$ cat config.mk
export PLATFORM = sky130hd
export DESIGN_NAME = uart_rx
export DESIGN_NICKNAME = d
export VERILOG_FILES = /design/src/rtl/uart_rx.sv
export SDC_FILE = /design/constraint.sdc
export NUM_CORES = 1
export LEC_CHECK = 0
export ABC_AREA = 1
export CAP_MARGIN = 20
export CORE_MARGIN = 8
export CORE_UTILIZATION = 45
export DETAILED_ROUTE_END_ITERATION = 16
export PLACE_DENSITY = 0.68
export REMOVE_ABC_BUFFERS = 1
export SYNTH_ARGS = -nofsm -noshare
export SYNTH_HDL_FRONTEND = slang
export SYNTH_SLANG_ARGS = --single-unit
$ cat constraint.sdc
create_clock -name clk -period 1.35 [get_ports clk]
set_clock_uncertainty 0.05 [all_clocks]
set_input_delay 0.135 -clock clk [delete_from_list [all_inputs] [get_ports clk]]
set_output_delay 0.135 -clock clk [all_outputs]
set_load 0.02 [all_outputs]
$ cat src/rtl/uart_rx.sv
// uart_rx: 8n1 UART receiver on an oversampling clock (CLKS_PER_BIT clocks per bit).
// Optional build macro UART_RX_MAJORITY_EN: every sample point takes a 2-of-3 vote
// over three consecutive clocks around the nominal point (requires CLKS_PER_BIT >= 8).
//
//   state | meaning
//   ------+--------------------------------------------------------------
//   IDLE  | line idle, waiting for rx_s low
//   START | timing to mid start bit, reject glitches
//   DATA  | sampling eight data bits, LSB first
//   STOP  | sampling stop bit; strobe valid or frame_err
//   BREAK | stop bit was low; wait for line to return high
module uart_rx #(
    parameter int CLKS_PER_BIT = 16
) (
    input  logic       clk,
    input  logic       rst,
    input  logic       rx,
    output logic [7:0] data,
    output logic       valid,
    output logic       frame_err,
    output logic       busy
);

    localparam int N = CLKS_PER_BIT;
    localparam int H = N / 2;
`ifdef UART_RX_MAJORITY_EN
    // Decision lands one clock after the nominal point, so the counter must
    // reach N; reloading with 1 keeps the bit period at exactly N clocks.
    localparam int CW        = $clog2(N + 1);
    localparam int DEC_START = H;
    localparam int DEC_BIT   = N;
    localparam int RELOAD    = 1;
`else
    localparam int CW        = $clog2(N);
    localparam int DEC_START = H - 1;
    localparam int DEC_BIT   = N - 1;
    localparam int RELOAD    = 0;
`endif

    typedef enum logic [2:0] {IDLE, START, DATA, STOP, BREAK} state_t;

    state_t        state_q, state_d;
    logic          rx_meta_q, rx_s_q;
    logic [CW-1:0] cnt_q, cnt_d;
    logic [CW-1:0] dec_cnt;
    logic [2:0]    bit_idx_q, bit_idx_d;
    logic [7:0]    shift_q, shift_d;
    logic [7:0]    data_q, data_d;
    logic          valid_q, valid_d;
    logic          ferr_q, ferr_d;
    logic          busy_q, busy_d;
    logic          at_dec;
    logic          bit_val;
`ifdef UART_RX_MAJORITY_EN
    logic [1:0]    vote_q, vote_d;
`endif

    // Next-state, sample decision and strobe generation.
    always_comb begin
        state_d   = state_q;
        cnt_d     = cnt_q;
        bit_idx_d = bit_idx_q;
        shift_d   = shift_q;
        data_d    = data_q;
        valid_d   = 1'b0;
        ferr_d    = 1'b0;
        dec_cnt   = (state_q == START) ? CW'(DEC_START) : CW'(DEC_BIT);
        at_dec    = (cnt_q == dec_cnt);
`ifdef UART_RX_MAJORITY_EN
        vote_d = vote_q;
        if (cnt_q == dec_cnt - CW'(2)) vote_d[0] = rx_s_q;
        if (cnt_q == dec_cnt - CW'(1)) vote_d[1] = rx_s_q;
        bit_val = (vote_q[0] & vote_q[1]) | (vote_q[0] & rx_s_q) | (vote_q[1] & rx_s_q);
`else
        bit_val = rx_s_q;
`endif
        case (state_q)
            IDLE: begin
                cnt_d = '0;
                if (!rx_s_q) state_d = START;
            end
            START: begin
                if (at_dec) begin
                    if (!bit_val) begin
                        state_d   = DATA;
                        bit_idx_d = 3'd0;
                        cnt_d     = CW'(RELOAD);
                    end else begin
                        state_d = IDLE;
                        cnt_d   = '0;
                    end
                end else begin
                    cnt_d = cnt_q + CW'(1);
                end
            end
            DATA: begin
                if (at_dec) begin
                    shift_d[bit_idx_q] = bit_val;
                    bit_idx_d          = bit_idx_q + 3'd1;
                    cnt_d              = CW'(RELOAD);
                    if (bit_idx_q == 3'd7) state_d = STOP;
                end else begin
                    cnt_d = cnt_q + CW'(1);
                end
            end
            STOP: begin
                if (at_dec) begin
                    cnt_d = '0;
                    if (bit_val) begin
                        data_d  = shift_q;
                        valid_d = 1'b1;
                        state_d = IDLE;
                    end else begin
                        ferr_d  = 1'b1;
                        state_d = BREAK;
                    end
                end else begin
                    cnt_d = cnt_q + CW'(1);
                end
            end
            BREAK: begin
                cnt_d = '0;
                if (rx_s_q) state_d = IDLE;
            end
            default: begin
                state_d = IDLE;
                cnt_d   = '0;
            end
        endcase
        busy_d = (state_d != IDLE);
    end

    // All state: synchroniser, FSM, counters and registered outputs.
    always_ff @(posedge clk or posedge rst) begin
        if (rst) begin
            rx_meta_q <= 1'b1;
            rx_s_q    <= 1'b1;
            state_q   <= IDLE;
            cnt_q     <= '0;
            bit_idx_q <= 3'd0;
            shift_q   <= 8'h00;
            data_q    <= 8'h00;
            valid_q   <= 1'b0;
            ferr_q    <= 1'b0;
            busy_q    <= 1'b0;
`ifdef UART_RX_MAJORITY_EN
            vote_q    <= 2'b11;
`endif
        end else begin
            rx_meta_q <= rx;
            rx_s_q    <= rx_meta_q;
            state_q   <= state_d;
            cnt_q     <= cnt_d;
            bit_idx_q <= bit_idx_d;
            shift_q   <= shift_d;
            data_q    <= data_d;
            valid_q   <= valid_d;
            ferr_q    <= ferr_d;
            busy_q    <= busy_d;
`ifdef UART_RX_MAJORITY_EN
            vote_q    <= vote_d;
`endif
        end
    end

    assign data      = data_q;
    assign valid     = valid_q;
    assign frame_err = ferr_q;
    assign busy      = busy_q;

endmodule
Word-level counts from Yosys, hierarchy flattened. Cells that the tools add are included.

Bits in registers: 31. Input bits: 3. Output and inout port bits: 11. Logic and storage cells: 56.

$add $sub $neg: 2. Order comparisons: 2. Equal/unequal tests: 9. Muxes and demuxes: 25. Reduce and logical (&&, ||, !) cells: 8.

Operator list (count): two-way mux 3 bit (10); one-hot mux 3 bit (5 select lines) (1); two-way mux 4 bit (3); bitwise mux 8 bit (1); two-way mux 1 bit (7); equality test 3 x 2 -> 1 bit, second input constant (2); equality test 3 bit, second input constant (2); inequality test 2 bit, second input constant (3); one-hot mux 3 bit (2 select lines) (1); adder 4 x 1 -> 4 bit, second input constant (1); equality test 4 bit (1); < comparator 3 x 4 -> 1 bit, second input constant (1); AND reduction 4 bit (1); adder 3 x 1 -> 3 bit, second input constant (1); demux 1 bit (select 3 bit) (1); equality test 3 x 1 -> 1 bit, second input constant (1); greater-or-equal comparator 3 x 1 -> 1 bit, second input constant (1); logical NOT 3 bit (1); AND reduction 3 bit (1); nonzero test 3 bit (1); OR reduction 3 bit (1); two-way mux 2 bit (1); AND reduction 2 bit (1); nonzero test 2 bit (1); logical AND 1 bit (1).

Longest topological paths before layout.
Depth in word-level cells: 6. Depth in mapped cells: 9.

Least setup slack after synthesis. No wires, ideal clock.

Kind: reg-to-reg. Start: register cnt_q[0]. End: register bit_idx_q[0]. Library setup time: 0.077 ns. Arrival time: 1.310 ns. Path slack: -0.086 ns. Stages on the path, launching flop included: 9. Clock period less this slack: 1.436 ns. Cell sequence: dfrtp_1 ha_1 nand2_1 inv_1 nand4_1 inv_1 nor2_2 nand2_1 o21ai_1.

Word-level cells in the longest chain between the ends: 3.

RTL lines: start: declaration (RTL line 44) `logic [CW-1:0] cnt_q, cnt_d;`; start signal: assignment (RTL line 153) `cnt_q <= cnt_d;`; equality test 4 bit (*) (RTL line 68) `at_dec = (cnt_q == dec_cnt);`; inequality test 2 bit (no line); AND reduction 4 bit (no line) (*); end signal: assignment (RTL line 154) `bit_idx_q <= bit_idx_d;`; end: declaration (RTL line 46) `logic [2:0] bit_idx_q, bit_idx_d;`.

Every way passes the cells marked *; elsewhere a longest branch is shown, timed or not. A chain may end at the register's enable or synchronous reset.

Final worst setup path.
Start: register state_q[2]. End: register busy_q, in the netlist busy.

Word-level cells in the longest chain between the ends: 6.

RTL lines: start: declaration (RTL line 42) `state_t state_q, state_d;`; start signal: assignment (RTL line 152) `state_q <= state_d;`; equality test 3 x 1 -> 1 bit (RTL line 67, 77); two-way mux 4 bit (RTL line 67) `dec_cnt = (state_q == START) ? CW'(DEC_START) : CW'(DEC_BIT);`; equality test 4 bit (RTL line 68); two-way mux 3 bit (on tied branches) (RTL line 107, 83, 97); one-hot mux 3 bit (5 select lines) (*) (RTL line 77) `case (state_q)`; net state_d[1] (RTL line 42); nonzero test 3 bit (*) (RTL line 130) `busy_d = (state_d != IDLE);`; net busy_d (RTL line 51) `logic busy_q, busy_d;`; end signal: assignment (RTL line 159) `busy_q <= busy_d;`; end: declaration (RTL line 51).

Mark *: on every way through the listed nets, which the timed path passes. The rest lies on a longest branch.

==> results.cfg <==
[outcome]
status = finished, violations left
violations = negative setup slack

[routing]
via_per_inst = 4.715
drtPass1Iterations = 4
routed-via-count = 1141
drc = 0
wl_um = 3014
drtIter0Drc = 62
drtAntennaViolNets = 0
routedWlPerCell_um = 12.45

[floorplan]
rows = 20
core-area_mm2 = 0.003078
start_util = 0.4789
die_w_um = 73.23
ios = 14
die_area_mm2 = 0.005363
dieHeight_um = 73.23

[placed_design]
io_buffers = 13
dp_hpwl_um = 2072
place.gp.congestion = 0.8622
postPlaceCellArea_mm2 = 0.001785
place_ws_ns = -0.1100
dp.cells = 228

[logic_synthesis]
yosys_warnings = 0
synth_area_mm2 = 0.001474
synth_largest_area_cell = dfrtp_1
synth_area_leaders = dfrtp_1 (49%), nand2_1 (10%), nand2_2 (4.2%)
synth_top_area_share = 0.4924
syn_area_per_cell_um2 = 9.329
synth_cell_types = 24
ys_seq_area_frac = 0.5280
syn_inst = 158
ys_seq_elements = 31

[power]
power.density_mw_per_mm2 = 1683
finalPower_uw = 3322
leakagePower_uw = 0.001062
vdd_drop_max_v = 0.0009242

[global_route]
grt_use_met2 = 0.2145
gr-usage-met3 = 0.05357
grt_max_degree = 32
top_usage_layer = met2
first_global_vias = 1186
antenna_found_initial = 0
overflow = 0
met1_usage = 0.1425
grt_pass1_wl_um = 5285
grt_usage = 0.1287

[layout]
final_common_cell = nand2_1
syn_to_final_growth_pct = 33.87
layout_common_cells = nand2_1 (37), dfrtp_1 (28), buf_4 (15)
fill_cells = 259
insertedDiodeCount = 0
nNetsFinal = 203
layout.cells.non_filler = 242
final_area_mm2 = 0.001973
drive_gt1_frac = 0.3485

[setup_path]
slowest_delay_ns = 0.46
crit_chain = inv_2 -> nand3_4 -> nand2_4 -> nand3_4 -> nand2_1 -> nand3_1 -> nor2_1 -> nand2_1
crit_required_ns = 1.52
crit_slowest_cell = dfrtp_2
criticalPathCategory = register to register
setup.worst_path.start_class = register
cp.arrival_ns = 1.58
path_max_fanout = 10
end_kind = register

[clocking]
clockBufferDepth = 2
clk_latency_ns = 0.35
root_buffer = clkbuf_4
clock_sinks = 31
clk_transition_reported_paths_ns = 0.11
cts_buffers = 5
cts_tree = built
cts.htree.levels = 2

[timing]
fmax_mhz = 708.5
tightest_slew_ns = 0.2255
maxSlewViolCount = 0
period_needed_ns = 1.411
relSlewSlack = 0.8491
rsz0062_at_grt = true
setup-violations-final = 17
finalCritPeriodShare = 1.045
hold_viol = 0
setup_slack_ns = -0.06134

[min_path]
hp-class = input pin to async pin

[job]
cap_violations = 0
[synthesized netlist by cell type (all sizes together)]
library cell,count
clkinv,1
inv,17
nand3,11
dfrtp,29
nor2,18
nand2,53
nand4,6
a21oi,1
dfstp,2
o21ai,10
clkbuf,1
o31ai,3
ha,3
nor3,2
xor2,1
[area by class of cell]
cell class | count | area [um^2] | area share
Multi-Input combinational cell | 109 | 680.7 | 0.3450
Timing Repair Buffer | 31 | 280.3 | 0.1420
Inverter | 18 | 82.58 | 0.04185
Sequential cell | 31 | 779.5 | 0.3951
Clock buffer | 6 | 51.30 | 0.02600
Timing Repair inverter | 1 | 8.758 | 0.004439
Clock inverter | 2 | 35.03 | 0.01776
Tap cell | 44 | 55.05 | 0.02790
[power breakdown]
group | internal [uW] | switching (uW)
sequential | 1110 | 152
combinational | 518 | 768
clock | 437 | 335
[registers in the layout, indices dropped and copies added, names as in the netlist]
register and count:
frame_err 1, state_q 3, busy 1, rx_meta_q 1, bit_idx_q 3, data 8
shift_q 8, valid 1, cnt_q 4, bit_val 1
[metrics by stage]
| stage | TNS (ns) | utilization | hold slack [ns] |
|---|---|---|---|
| 2_1_floorplan | -0.3535 | - | 0.08948 |
| 3_3_place_gp | -0.5388 | 0.5801 | 0.2961 |
| 3_5_place_dp | -1.768 | 0.5801 | 0.2991 |
| 4_1_cts | -0.9423 | 0.6297 | 0.08015 |
| 5_1_grt | -3.023 | 0.6411 | 0.08955 |
| 6_report | -0.6668 | 0.6411 | 0.06845 |
[kinds of logic after synthesis]
family,count (synthesis),synth area share
buffers and inverters,19,0.05178
AO/OA/AOI/OAI,14,0.05262
flip-flops,31,0.5280
XOR/XNOR,1,0.005943
AND/OR/NAND/NOR,90,0.3362
adder cells (fa/ha/maj),3,0.02547
[what timing repair did]
action	in CTS	in global routing
hold buffers	0	0
gates resized for setup	26	12
gates cloned	2	0
buffers inserted	3	1
pin swaps	4	2
setup endpoints to repair	33	27
[worst paths after layout]
path / startpoint / end / slack, ns / cells after the start
max in group asynchronous: rst / rx_meta_q / 0.93 / 3
max reg2reg: state_q[2] / busy / -0.06 / 8
min: rst / shift_q[1] / 0.07 / 3
max: state_q[2] / busy / -0.06 / 8
min reg2reg: rx_meta_q / bit_val / 0.31 / 0
min in group clk: rx / rx_meta_q / 0.15 / 1
[worst max-delay path, delay by kind of cell (launching register included)]
family / cells / cell delay [ns]
flops: 1 / 0.46
buf+inv: 1 / 0.10
simple gates: 7 / 0.69
[metal layers]
metal | share of wire | wire length, um | vias to the layer above
li1 | - | - | 590
met1 | 0.44 | 1320 | 523
met2 | 0.48 | 1455 | 22
met3 | 0.064 | 192 | 6
met4 | 0.015 | 46 | 0
met5 | 0 | 0 | -
(Power assumes the default switching activity.)
